File: config.mk
export PLATFORM = sky130hd
export DESIGN_NAME = ioctl_download_tx
export DESIGN_NICKNAME = d
export VERILOG_FILES = /design/src/rtl/ioctl_download_tx.sv
export SDC_FILE = /design/constraint.sdc
export NUM_CORES = 1
export LEC_CHECK = 0
export ABC_AREA = 0
export CELL_PAD_IN_SITES_DETAIL_PLACEMENT = 0
export CELL_PAD_IN_SITES_GLOBAL_PLACEMENT = 1
export CORE_MARGIN = 4
export CORE_UTILIZATION = 35
export DETAILED_ROUTE_END_ITERATION = 16
export PLACE_DENSITY = 0.85
export SLEW_MARGIN = 5
export SYNTH_ARGS = -nofsm -noshare
export SYNTH_HDL_FRONTEND = slang
export SYNTH_SLANG_ARGS = --single-unit
File: constraint.sdc
create_clock -name clk_48 -period 3.62 [get_ports clk_48]
set_input_delay 0.724 -clock clk_48 [delete_from_list [all_inputs] [get_ports clk_48]]
set_output_delay 0.724 -clock clk_48 [all_outputs]
set_load 0.03 [all_outputs]
File: src/rtl/ioctl_download_tx.sv
// Streams a byte source into the ioctl download bus: one strobed write per byte,
// with a programmable idle gap between writes and core back-pressure via ioctl_wait.
module ioctl_download_tx #(
    parameter int unsigned WR_GAP = 3
) (
    input  logic        clk_48,
    input  logic        reset,
    input  logic        start,
    input  logic [7:0]  index,
    input  logic [24:0] length,
    input  logic        s_valid,
    input  logic [7:0]  s_data,
    output logic        s_ready,
    input  logic        ioctl_wait,
    output logic        ioctl_download,
    output logic [7:0]  ioctl_index,
    output logic        ioctl_wr,
    output logic [24:0] ioctl_addr,
    output logic [7:0]  ioctl_dout,
    output logic        busy,
    output logic        done,
    output logic [2:0]  state_dbg
);

    typedef enum logic [2:0] {
        IDLE   = 3'd0,
        SETUP  = 3'd1,
        FETCH  = 3'd2,
        HOLD   = 3'd3,
        STROBE = 3'd4,
        GAP    = 3'd5,
        FINISH = 3'd6
    } state_t;

    localparam logic [7:0] GAP_LOAD = 8'((WR_GAP > 0) ? WR_GAP - 1 : 0);

    state_t      state;
    logic [24:0] len_q;
    logic [24:0] byte_cnt;
    logic [24:0] cnt_next;
    logic [7:0]  gap_cnt;

    assign cnt_next  = byte_cnt + 25'd1;
    assign state_dbg = state;

    // Source handshake: a byte moves when s_valid and s_ready are both high at a
    // rising edge; s_ready is a registered flag that is high exactly while in FETCH.
    always_ff @(posedge clk_48) begin
        if (reset) begin
            state          <= IDLE;
            len_q          <= '0;
            byte_cnt       <= '0;
            gap_cnt        <= '0;
            s_ready        <= 1'b0;
            ioctl_download <= 1'b0;
            ioctl_index    <= '0;
            ioctl_wr       <= 1'b0;
            ioctl_addr     <= '0;
            ioctl_dout     <= '0;
            busy           <= 1'b0;
            done           <= 1'b0;
        end else begin
            ioctl_wr <= 1'b0;
            done     <= 1'b0;
            case (state)
                IDLE: begin
                    if (start) begin
                        if (length != 25'd0) begin
                            len_q          <= length;
                            ioctl_index    <= index;
                            byte_cnt       <= '0;
                            ioctl_addr     <= '0;
                            ioctl_download <= 1'b1;
                            busy           <= 1'b1;
                            state          <= SETUP;
                        end else begin
                            done <= 1'b1;
                        end
                    end
                end
                SETUP: begin
                    s_ready <= 1'b1;
                    state   <= FETCH;
                end
                FETCH: begin
                    if (s_valid) begin
                        ioctl_dout <= s_data;
                        s_ready    <= 1'b0;
                        state      <= HOLD;
                    end
                end
                HOLD: begin
                    if (!ioctl_wait) begin
                        ioctl_wr <= 1'b1;
                        state    <= STROBE;
                    end
                end
                STROBE: begin
                    byte_cnt <= cnt_next;
                    if (cnt_next == len_q) begin
                        // Address stays on the last written offset once the transfer ends.
                        state <= FINISH;
                    end else begin
                        ioctl_addr <= ioctl_addr + 25'd1;
                        if (WR_GAP == 0) begin
                            s_ready <= 1'b1;
                            state   <= FETCH;
                        end else begin
                            gap_cnt <= GAP_LOAD;
                            state   <= GAP;
                        end
                    end
                end
                GAP: begin
                    if (gap_cnt == 8'd0) begin
                        s_ready <= 1'b1;
                        state   <= FETCH;
                    end else begin
                        gap_cnt <= gap_cnt - 8'd1;
                    end
                end
                FINISH: begin
                    ioctl_download <= 1'b0;
                    busy           <= 1'b0;
                    done           <= 1'b1;
                    state          <= IDLE;
                end
                default: begin
                    state <= IDLE;
                end
            endcase
        end
    end

endmodule

==> run_results.csv <==
group,metric,value,unit
timing,clock-skew-final,0.00984,ns
timing,max_freq,293,MHz
synth,yosys_warnings,0,
floorplan,io_pins,95,
clocking,cts_buffers,9,
placement,io_buffers,94,
timing,fin_crit_sh,94.2,%
timing,rsz0062_at_grt,"false",
synth,synth_cell_type_count,63,
run,drv_cap,0,
synth,synth_nets,808,
synth,synth_area_leader_cell,"dfxtp_1",
route,drt_first_pass_iters,5,
critical_path,criticalPathCategory,"register to register",
clocking,cts.clk_slew.worst_paths,0.07,ns
route,ant_nets,0,
power,p_total,3410,µW
synth,synthAdderAreaFrac,0.871,%
synth,synth_xor_area_share,5.18,%
power,power.density,477,nW/µm²
synth,yosys-top-cells-area,"dfxtp_1 (37%), nand2_1 (9.1%), a21oi_1 (6.2%), nand3_1 (3.9%), nor2_1 (3.1%)",
synth,ys_seq_area_share,36.9,%
critical_path,arrival,3.63,ns
timing,period_needed,3.41,ns
layout,area_delta_synth_final,24.2,%
critical_path,critPathLaunchType,"register",
synth,synth_edf_count,0,
floorplan,initial_utilization,35.9,%
floorplan,die_area,18500,µm²
placement,gp_congestion,0.862,
critical_path,worstPathRequired,3.84,ns
synth,ys.flop_type,"dfxtp_1",
clocking,post_cts_buffers,0,
synth,netlist_area,5750,µm²
placement,dpl.hpwl,11400,µm
synth,ys_ff_latch,106,
clocking,cts_root_buf,"clkbuf_16",
synth,synth_top_family_by_area,"simple AND/OR/NAND/NOR gates",
layout,drive_above_1_share,6.50,%
critical_path,cp-end-kind,"register",
clocking,clk_latency,0.36,ns
route,vias_per_cell,5.49,
clocking,ctsHoldBuffers,0,
timing,setup_viol_count_final,0,
clocking,cts_buffer_depth,2,
global_route,grt_max_degree,80,
status,status,"finished clean",
synth,async_flop_share,0,%
clocking,cts_resized,0,
synth,synth-compound-area-share,21.0,%
timing,max_slew_margin,42.2,%
clocking,ctsHtreeMaxLevel,3,
clocking,cts.sinks,106,
global_route,grt_pass1_vias,5145,
route,drc,0,
floorplan,core,16000,µm²
synth,synthDominantCellAreaShare,36.9,%
timing,hold_viol,0,
timing,maxSlewViolCount,0,
power,p_leak,0.00239,µW
synth,synth.area.mux_share,0.696,%
floorplan,die_height,136,µm
global_route,grt_pass1_wl,26500,µm
power,ir_drop,0.297,mV
synth,post_synth.cell_area_avg,7.58,µm²
global_route,antenna_found_initial,0,
clocking,cts_tree,"built",
floorplan,num_rows,46,
critical_path,crit_fanout,18,
min_path,hold_class,"register to register",
timing,worst_pin_slew,0.868,ns
route,wl_per_cell,15.5,µm
synth,syn-instance-count,758,
layout,diodes,0,
floorplan,fp.dieW,136,µm
route,wl,16200,µm
global_route,grt_util_all_layers,17.7,%
global_route,grt_overflow,0,
synth,synth-simple-area-share,30.2,%
route,vias,5745,
route,drt_iter0_drc,474,
timing,tns,0,ns
layout,fin_nets,876,
-- cell type report --
cell class | instances | area [µm²]
sequential | 106 | 2120
clock buffer | 13 | 270
multi-input combinational | 587 | 3340
tap | 216 | 270
inverter | 10 | 37.5
fill | 1693 | 8860
clock inverter | 3 | 21.3
timing repair buffer | 112 | 1080
-- flip-flops by register name, summed over array words and instances (netlist names) --
register     flops
ioctl_dout       8
busy             1
byte_cnt        25
len_q           25
s_ready          1
gap_cnt          8
ioctl_addr      25
state_dbg        3
ioctl_index      8
done             1
ioctl_wr         1
-- cells by family after synthesis --
kind of cell / Yosys count
mux: 4
simple gates: 355
fa+ha+maj: 4
xor+xnor: 34
buf+inv: 65
flops: 106
compound gates: 190
-- stage by stage --
stage	hold slack, ns	utilization (%)	setup WS (ns)	area [µm²]	instances
after CTS	0.460	44.6	0.243	7140	1047
after detailed placement	0.450	42.8	0.235	6850	1031
after global placement	0.441	42.8	0.347	6850	1031
final	0.455	44.6	0.209	7140	1047
after global routing	0.487	44.6	0.00392	7140	1047
after floorplan	0.446	-	0.549	5750	758
-- power by group --
group	internal, µW	total [µW]	leakage (µW)	switching (µW)
combinational	397	1060	0.00139	661
sequential	1270	1370	0.000859	98.6
clock	526	980	0.000142	454
-- critical path: stages (launching register included) --
cell and delay [ns]:
dfxtp_1 0.45, ha_1 0.30, nand3_2 0.18, or4_4 0.67
nor3_4 0.24, xnor2_1 0.15, nor4bb_1 0.34, and4_4 0.40
buf_4 0.29, o21ai_0 0.11, o2bb2ai_1 0.15
-- routing by layer --
metal	GRT usage (%)	up-vias	share of wire [%]	routed length [µm]
li1	-	2878	-	-
met1	24.6	2675	47	7610
met2	27.3	174	45	7330
met3	3.96	18	6.2	1010
met4	5.10	0	1.7	280
met5	0	-	0	0
-- layout by cell type (no fill, tap or decap), types with 16 or more instances in the layout --
cell type / instances
a21oi_1: 71
buf_4: 17
clkdlybuf4s50_1: 93
dfxtp_1: 106
nand2_1: 140
nand3_1: 45
nor2_1: 48
nor3_1: 32
o21ai_0: 32
o22ai_1: 17
xnor2_1: 18
xor2_1: 16
-- worst paths after layout --
| check | startpoint | to | slack (ns) | cells past startpoint |
|---|---|---|---|---|
| worst min register to register | ioctl_index[6] | ioctl_index[6] | 0.45 | 2 |
| worst max register to register | byte_cnt[0] | state_dbg[0] | 0.21 | 10 |
| worst min-delay path | ioctl_index[6] | ioctl_index[6] | 0.45 | 2 |
| worst max-delay path | byte_cnt[0] | state_dbg[0] | 0.21 | 10 |
-- cells in the mapped netlist, drive strengths merged, types with 3 or more instances --
library cell and count:
nor3 34, o22ai 17, or3 12, o41a 3
nor2 49, o21ai 32, xor2 16, and3 11
o31ai 4, or2 6, clkbuf 39, a31oi 13
or4 7, o211ai 6, nand2 140, o31a 9
dfxtp 106, and4 9, nand3 47, buf 16
o221a 3, inv 9, mux2i 4, nand4 14
ha 4, a211oi 3, xnor2 18, a311oi 6
nand2b 3, and2 5, nor4 12, a21oi 71
o21a 3
No activity file was read; power rests on OpenSTA's default activity.
